==> src/rtl/ulpi_usb_tx.sv <==
// ULPI link-side transmit engine: TXCMD/NXT/STP sequencing for
// handshake and DATA0/DATA1 packets with CRC16 from a 64-byte buffer.
`timescale 1ns/1ps
module ulpi_usb_tx #(
  parameter int MAX_LEN = 64,
  parameter int TIMEOUT = 4095
) (
  input  logic       CLKOUT,
  input  logic       RESET,
  input  logic       DIR,
  input  logic       NXT,
  output logic       STP,
  output logic [7:0] data_out,
  input  logic       buf_we,
  input  logic [5:0] buf_addr,
  input  logic [7:0] buf_wdata,
  input  logic       tx_start,
  input  logic [3:0] tx_pid,
  input  logic [6:0] tx_len,
  output logic       tx_busy,
  output logic       tx_done,
  output logic       tx_abort
);

  localparam int TW = $clog2(TIMEOUT + 1);

  typedef enum logic [2:0] {
    S_IDLE,
    S_WAIT,
    S_CMD,
    S_DATA,
    S_CRCL,
    S_CRCH,
    S_STOP
  } state_t;

  state_t          state;
  logic [7:0]      mem [MAX_LEN];
  logic [3:0]      pid;
  logic [6:0]      len;
  logic            is_data;
  logic [5:0]      idx;
  logic [15:0]     crc;
  logic [TW-1:0]   tcnt;

  logic [15:0]     crc_nx;
  logic [5:0]      idx_inc;
  logic [6:0]      len_c;
  logic            last;
  logic            active;
  logic            expire;
  logic            dir_abort;

  function automatic logic [15:0] crc16_byte(
    input logic [15:0] c,
    input logic [7:0]  d
  );
    logic [15:0] r;
    r = c;
    for (int i = 0; i < 8; i++) begin
      if (r[0] ^ d[i]) r = (r >> 1) ^ 16'hA001;
      else             r = r >> 1;
    end
    return r;
  endfunction

  always_comb begin
    crc_nx  = crc16_byte(crc, data_out);
    idx_inc = idx + 6'd1;
    len_c   = (tx_len > 7'(MAX_LEN)) ? 7'(MAX_LEN) : tx_len;
    last    = ({1'b0, idx} == len - 7'd1);
    active  = state inside {S_WAIT, S_CMD, S_DATA, S_CRCL, S_CRCH};
    expire  = active && !NXT &&
              (tcnt == TW'(TIMEOUT - 1));
    dir_abort = DIR &&
      ((state == S_CMD && NXT) ||
       (state inside {S_DATA, S_CRCL, S_CRCH}));
  end

  // Payload is frozen while a packet is in flight.
  always_ff @(posedge CLKOUT) begin
    if (buf_we && !tx_busy) mem[buf_addr] <= buf_wdata;
  end

  always_ff @(posedge CLKOUT) begin
    if (!RESET) begin
      state    <= S_IDLE;
      STP      <= 1'b0;
      data_out <= 8'h00;
      tx_busy  <= 1'b0;
      tx_done  <= 1'b0;
      tx_abort <= 1'b0;
      crc      <= 16'hFFFF;
      idx      <= 6'd0;
      tcnt     <= '0;
      pid      <= 4'h0;
      len      <= 7'd0;
      is_data  <= 1'b0;
    end else begin
      tx_done  <= 1'b0;
      tx_abort <= 1'b0;
      if (dir_abort || expire) begin
        state    <= S_IDLE;
        tx_abort <= 1'b1;
        tx_busy  <= 1'b0;
        STP      <= 1'b0;
        data_out <= 8'h00;
      end else begin
        if (active) tcnt <= NXT ? '0 : tcnt + 1'b1;
        unique case (state)
          S_IDLE: begin
            if (tx_start) begin
              pid     <= tx_pid;
              len     <= len_c;
              is_data <= (tx_pid[1:0] == 2'b11);
              crc     <= 16'hFFFF;
              idx     <= 6'd0;
              tcnt    <= '0;
              tx_busy <= 1'b1;
              state   <= S_WAIT;
            end
          end
          S_WAIT: begin
            if (!DIR && !NXT) begin
              state    <= S_CMD;
              data_out <= {4'b0100, pid};
            end
          end
          S_CMD: begin
            // DIR without NXT: PHY is sending RXCMD, retry later.
            if (DIR) begin
              state    <= S_WAIT;
              data_out <= 8'h00;
            end else if (NXT) begin
              if (!is_data) begin
                state    <= S_STOP;
                STP      <= 1'b1;
                tx_done  <= 1'b1;
                data_out <= 8'h00;
              end else if (len == 7'd0) begin
                state    <= S_CRCL;
                data_out <= ~crc[7:0];
              end else begin
                state    <= S_DATA;
                data_out <= mem[idx];
              end
            end
          end
          S_DATA: begin
            if (NXT) begin
              crc <= crc_nx;
              idx <= idx_inc;
              if (last) begin
                state    <= S_CRCL;
                data_out <= ~crc_nx[7:0];
              end else begin
                data_out <= mem[idx_inc];
              end
            end
          end
          S_CRCL: begin
            if (NXT) begin
              state    <= S_CRCH;
              data_out <= ~crc[15:8];
            end
          end
          S_CRCH: begin
            if (NXT) begin
              state    <= S_STOP;
              STP      <= 1'b1;
              tx_done  <= 1'b1;
              data_out <= 8'h00;
            end
          end
          S_STOP: begin
            state   <= S_IDLE;
            STP     <= 1'b0;
            tx_busy <= 1'b0;
          end
          default: state <= S_IDLE;
        endcase
      end
    end
  end

endmodule

==> config.mk <==
export PLATFORM = sky130hd
export DESIGN_NAME = ulpi_usb_tx
export DESIGN_NICKNAME = d
export VERILOG_FILES = /design/src/rtl/ulpi_usb_tx.sv
export SDC_FILE = /design/constraint.sdc
export NUM_CORES = 1
export LEC_CHECK = 0
export CORE_MARGIN = 4
export CORE_UTILIZATION = 55
export CTS_CLUSTER_DIAMETER = 150
export DETAILED_ROUTE_END_ITERATION = 8
export PLACE_DENSITY = 0.8
export SLEW_MARGIN = 20
export SYNTH_ARGS = -nofsm -noshare
export SYNTH_HDL_FRONTEND = slang
export SYNTH_SLANG_ARGS = --single-unit
==> constraint.sdc <==
create_clock -name CLKOUT -period 2.98 [get_ports CLKOUT]
set_clock_uncertainty 0.1 [all_clocks]
set_input_delay 0.596 -clock CLKOUT [delete_from_list [all_inputs] [get_ports CLKOUT]]
set_output_delay 0.596 -clock CLKOUT [all_outputs]
set_load 0.02 [all_outputs]
==> impl_metrics.env <==
export IMPL_first_pass_iters=6
export IMPL_worstPathArrival_ns=3.39
export IMPL_hp_class="input port to register"
export IMPL_ios=43
export IMPL_cap_violations=0
export IMPL_layout_common_cells="edfxtp_1, mux4_2, buf_4"
export IMPL_ys_warn_count=0
export IMPL_die_h_um=233
export IMPL_power_density_nw_per_um2=567
export IMPL_core_sq_um=50100
export IMPL_n_antenna_cell=0
export IMPL_hold_viol=0
export IMPL_grt_total_usage=0.305
export IMPL_slew_viol_final=0
export IMPL_die_area_sq_um=54300
export IMPL_leakage_nw=10.5
export IMPL_start_util=0.556
export IMPL_cts_htree_levels=2
export IMPL_syn_inst=1709
export IMPL_cts_tree="yes"
export IMPL_place_ws_ns=-0.163
export IMPL_cp_required_ns=3.39
export IMPL_cts_sinks=579
export IMPL_max_freq_ghz=0.335
export IMPL_peakVddDrop_v=0.000465
export IMPL_place_congestion=1.02
export IMPL_critPathSlowestCell="mux4_2"
export IMPL_syn_avg_cell_area_sq_um=16.3
export IMPL_finalCritPeriodShare=1.00
export IMPL_first_global_vias=18600
export IMPL_finalSetupViolCount=1
export IMPL_worstMarginPinSlew_ns=1.09
export IMPL_status="complete, but fails checks"
export IMPL_cp_common_cell="mux2i_1"
export IMPL_num_fill_cells=3368
export IMPL_violations="setup timing"
export IMPL_syn2layout_area_growth_pct=18.2
export IMPL_ys_seq_elements=579
export IMPL_root_buffer="clkbuf_16"
export IMPL_synthesis_nets=1744
export IMPL_critPathCaptureType="register"
export IMPL_setup_ws_ns=-0.00533
export IMPL_clk_pin_slew_worst_paths_ns=0.07
export IMPL_route_detailed_drc=0
export IMPL_dp_hpwl_mm=55.0
export IMPL_drt_iter0_drc=2857
export IMPL_drtAntennaViolNets=0
export IMPL_antenna_found_initial=4
export IMPL_fin_nets=1980
export IMPL_synthFlopType="edfxtp_1"
export IMPL_clock_latency_ns=0.63
export IMPL_routed_wl_mm=82.8
export IMPL_fp_dieW_um=233
export IMPL_overflow=0
export IMPL_viasPerCell=7.01
export IMPL_crit_type="register to register"
export IMPL_critPathMaxStageDelay_ns=0.54
export IMPL_synth_edf_count=512
export IMPL_crit_chain="ha_4, buf_12, buf_6, mux4_2, mux2i_1, mux2i_1, mux2i_1, mux2i_1, a221oi_2, a21oi_1"
export IMPL_port_buffers=42
export IMPL_slew_headroom=0.276
export IMPL_final_min_clock_period_ns=2.99
export IMPL_crit_fanout=8
export IMPL_cp_start_kind="register"
export IMPL_drive_gt1_frac=0.334
export IMPL_clockBufferDepth=3
export IMPL_finalPower_mw=18.7
export IMPL_grt_pass1_wl_mm=121
export IMPL_grt_max_degree=65
export IMPL_syn_area_sq_um=27800
export IMPL_cts_inserted_buffers=57
export IMPL_dr_total_vias=18700
export IMPL_wl_per_cell_um=31.1
export IMPL_finalSetupTns_ns=-0.00533
export IMPL_yosysSeqAreaShare=0.600
export IMPL_ys_types=82
export IMPL_synthArstFlopShare=0
export IMPL_cts_hold_buf=0
export IMPL_mostFrequentLayoutCell="edfxtp_1"
export IMPL_rows=82
==> worst max-delay path: cells and delay by family, from the launching register on <==
family | cells | cell delay, ns
adders and majority gates | 1 | 0.36
DFF | 1 | 0.36
muxes | 5 | 1.37
AOI/OAI and AO/OA | 2 | 0.37
buffers and inverters | 2 | 0.31
==> where the power goes <==
part / internal [mW] / total (mW) / switching, mW
combinational: 0.987 / 2.25 / 1.27
clock: 4.14 / 7.34 / 3.20
sequential: 8.93 / 9.07 / 0.136
==> worst paths after layout <==
check | start | end | slack, ns | depth (start not counted)
worst min register to register | tcnt[6] | tcnt[6] | 0.39 | 1
worst min-delay path | buf_wdata[6] | mem[56][6] | 0.38 | 2
worst max register to register | idx[0] | data_out[4] | -0.005 | 10
worst max-delay path | idx[0] | data_out[4] | -0.005 | 10
==> timing repair <==
item,4_1_cts,5_1_grt
endpoints found under the setup margin,7,7
gates resized for setup,0,22
pin swaps,1,3
gates cloned,0,3
buffers inserted,2,5
==> stage by stage <==
stage           util  hold slack [ns]  cell area, sq um  instances
6_report       0.658            0.380             32900       2664
5_1_grt        0.658            0.375             32900       2664
2_1_floorplan      -            0.339             27800       1709
4_1_cts        0.653            0.365             32700       2656
3_5_place_dp   0.615            0.377             30800       2548
3_3_place_gp   0.615            0.369             30800       2548
==> kinds of logic (layout without fill, tap and decap cells) <==
group           Yosys count  count (layout)  synth area share
fa+ha+maj                 4               4           0.00180
simple gates            432             432            0.0761
compound gates          207             207            0.0528
xor+xnor                 37              37            0.0126
flops                   579             579             0.600
buf+inv                 132             415            0.0231
mux                     318             318             0.233
==> sequential cells by signal, summed over array words and instances, names as in the netlist, 3 cells and up, named ones only <==
register	flops
crc	16
data_out	8
idx	6
len	7
mem	512
pid	4
state	3
tcnt	12
==> synthesized netlist by cell type, types with 19 or more instances <==
cell	count	area, sq um
a21oi_1	28	140
buf_2	50	250
buf_4	19	143
clkbuf_1	43	161
dfxtp_1	67	1340
edfxtp_1	512	15400
mux2i_1	50	500
mux4_2	264	5950
nand2_1	118	443
nand3_1	45	225
nor2_1	125	469
nor2b_1	19	119
nor3_1	27	135
o21ai_0	46	230
==> per-layer routing <==
metal  part of all wire  vias up  global-route usage
met1               0.34     9353               0.396
met3               0.14      299              0.0910
met5            0.00062        -                   0
met2               0.47     1533               0.474
li1                   -     7473                   -
met4              0.058        8               0.153
==> area by class of cell <==
class                           instances  area, sq um  area share
Clock buffer                           65         1460      0.0442
Clock inverter                         41          434      0.0132
Inverter                               11         41.3     0.00125
Sequential cell                       579        16700       0.508
Tap cell                              672          841      0.0255
Multi-Input combinational cell        998        10600       0.322
Timing Repair Buffer                  298         2810      0.0853
(Power assumes the default switching activity.)
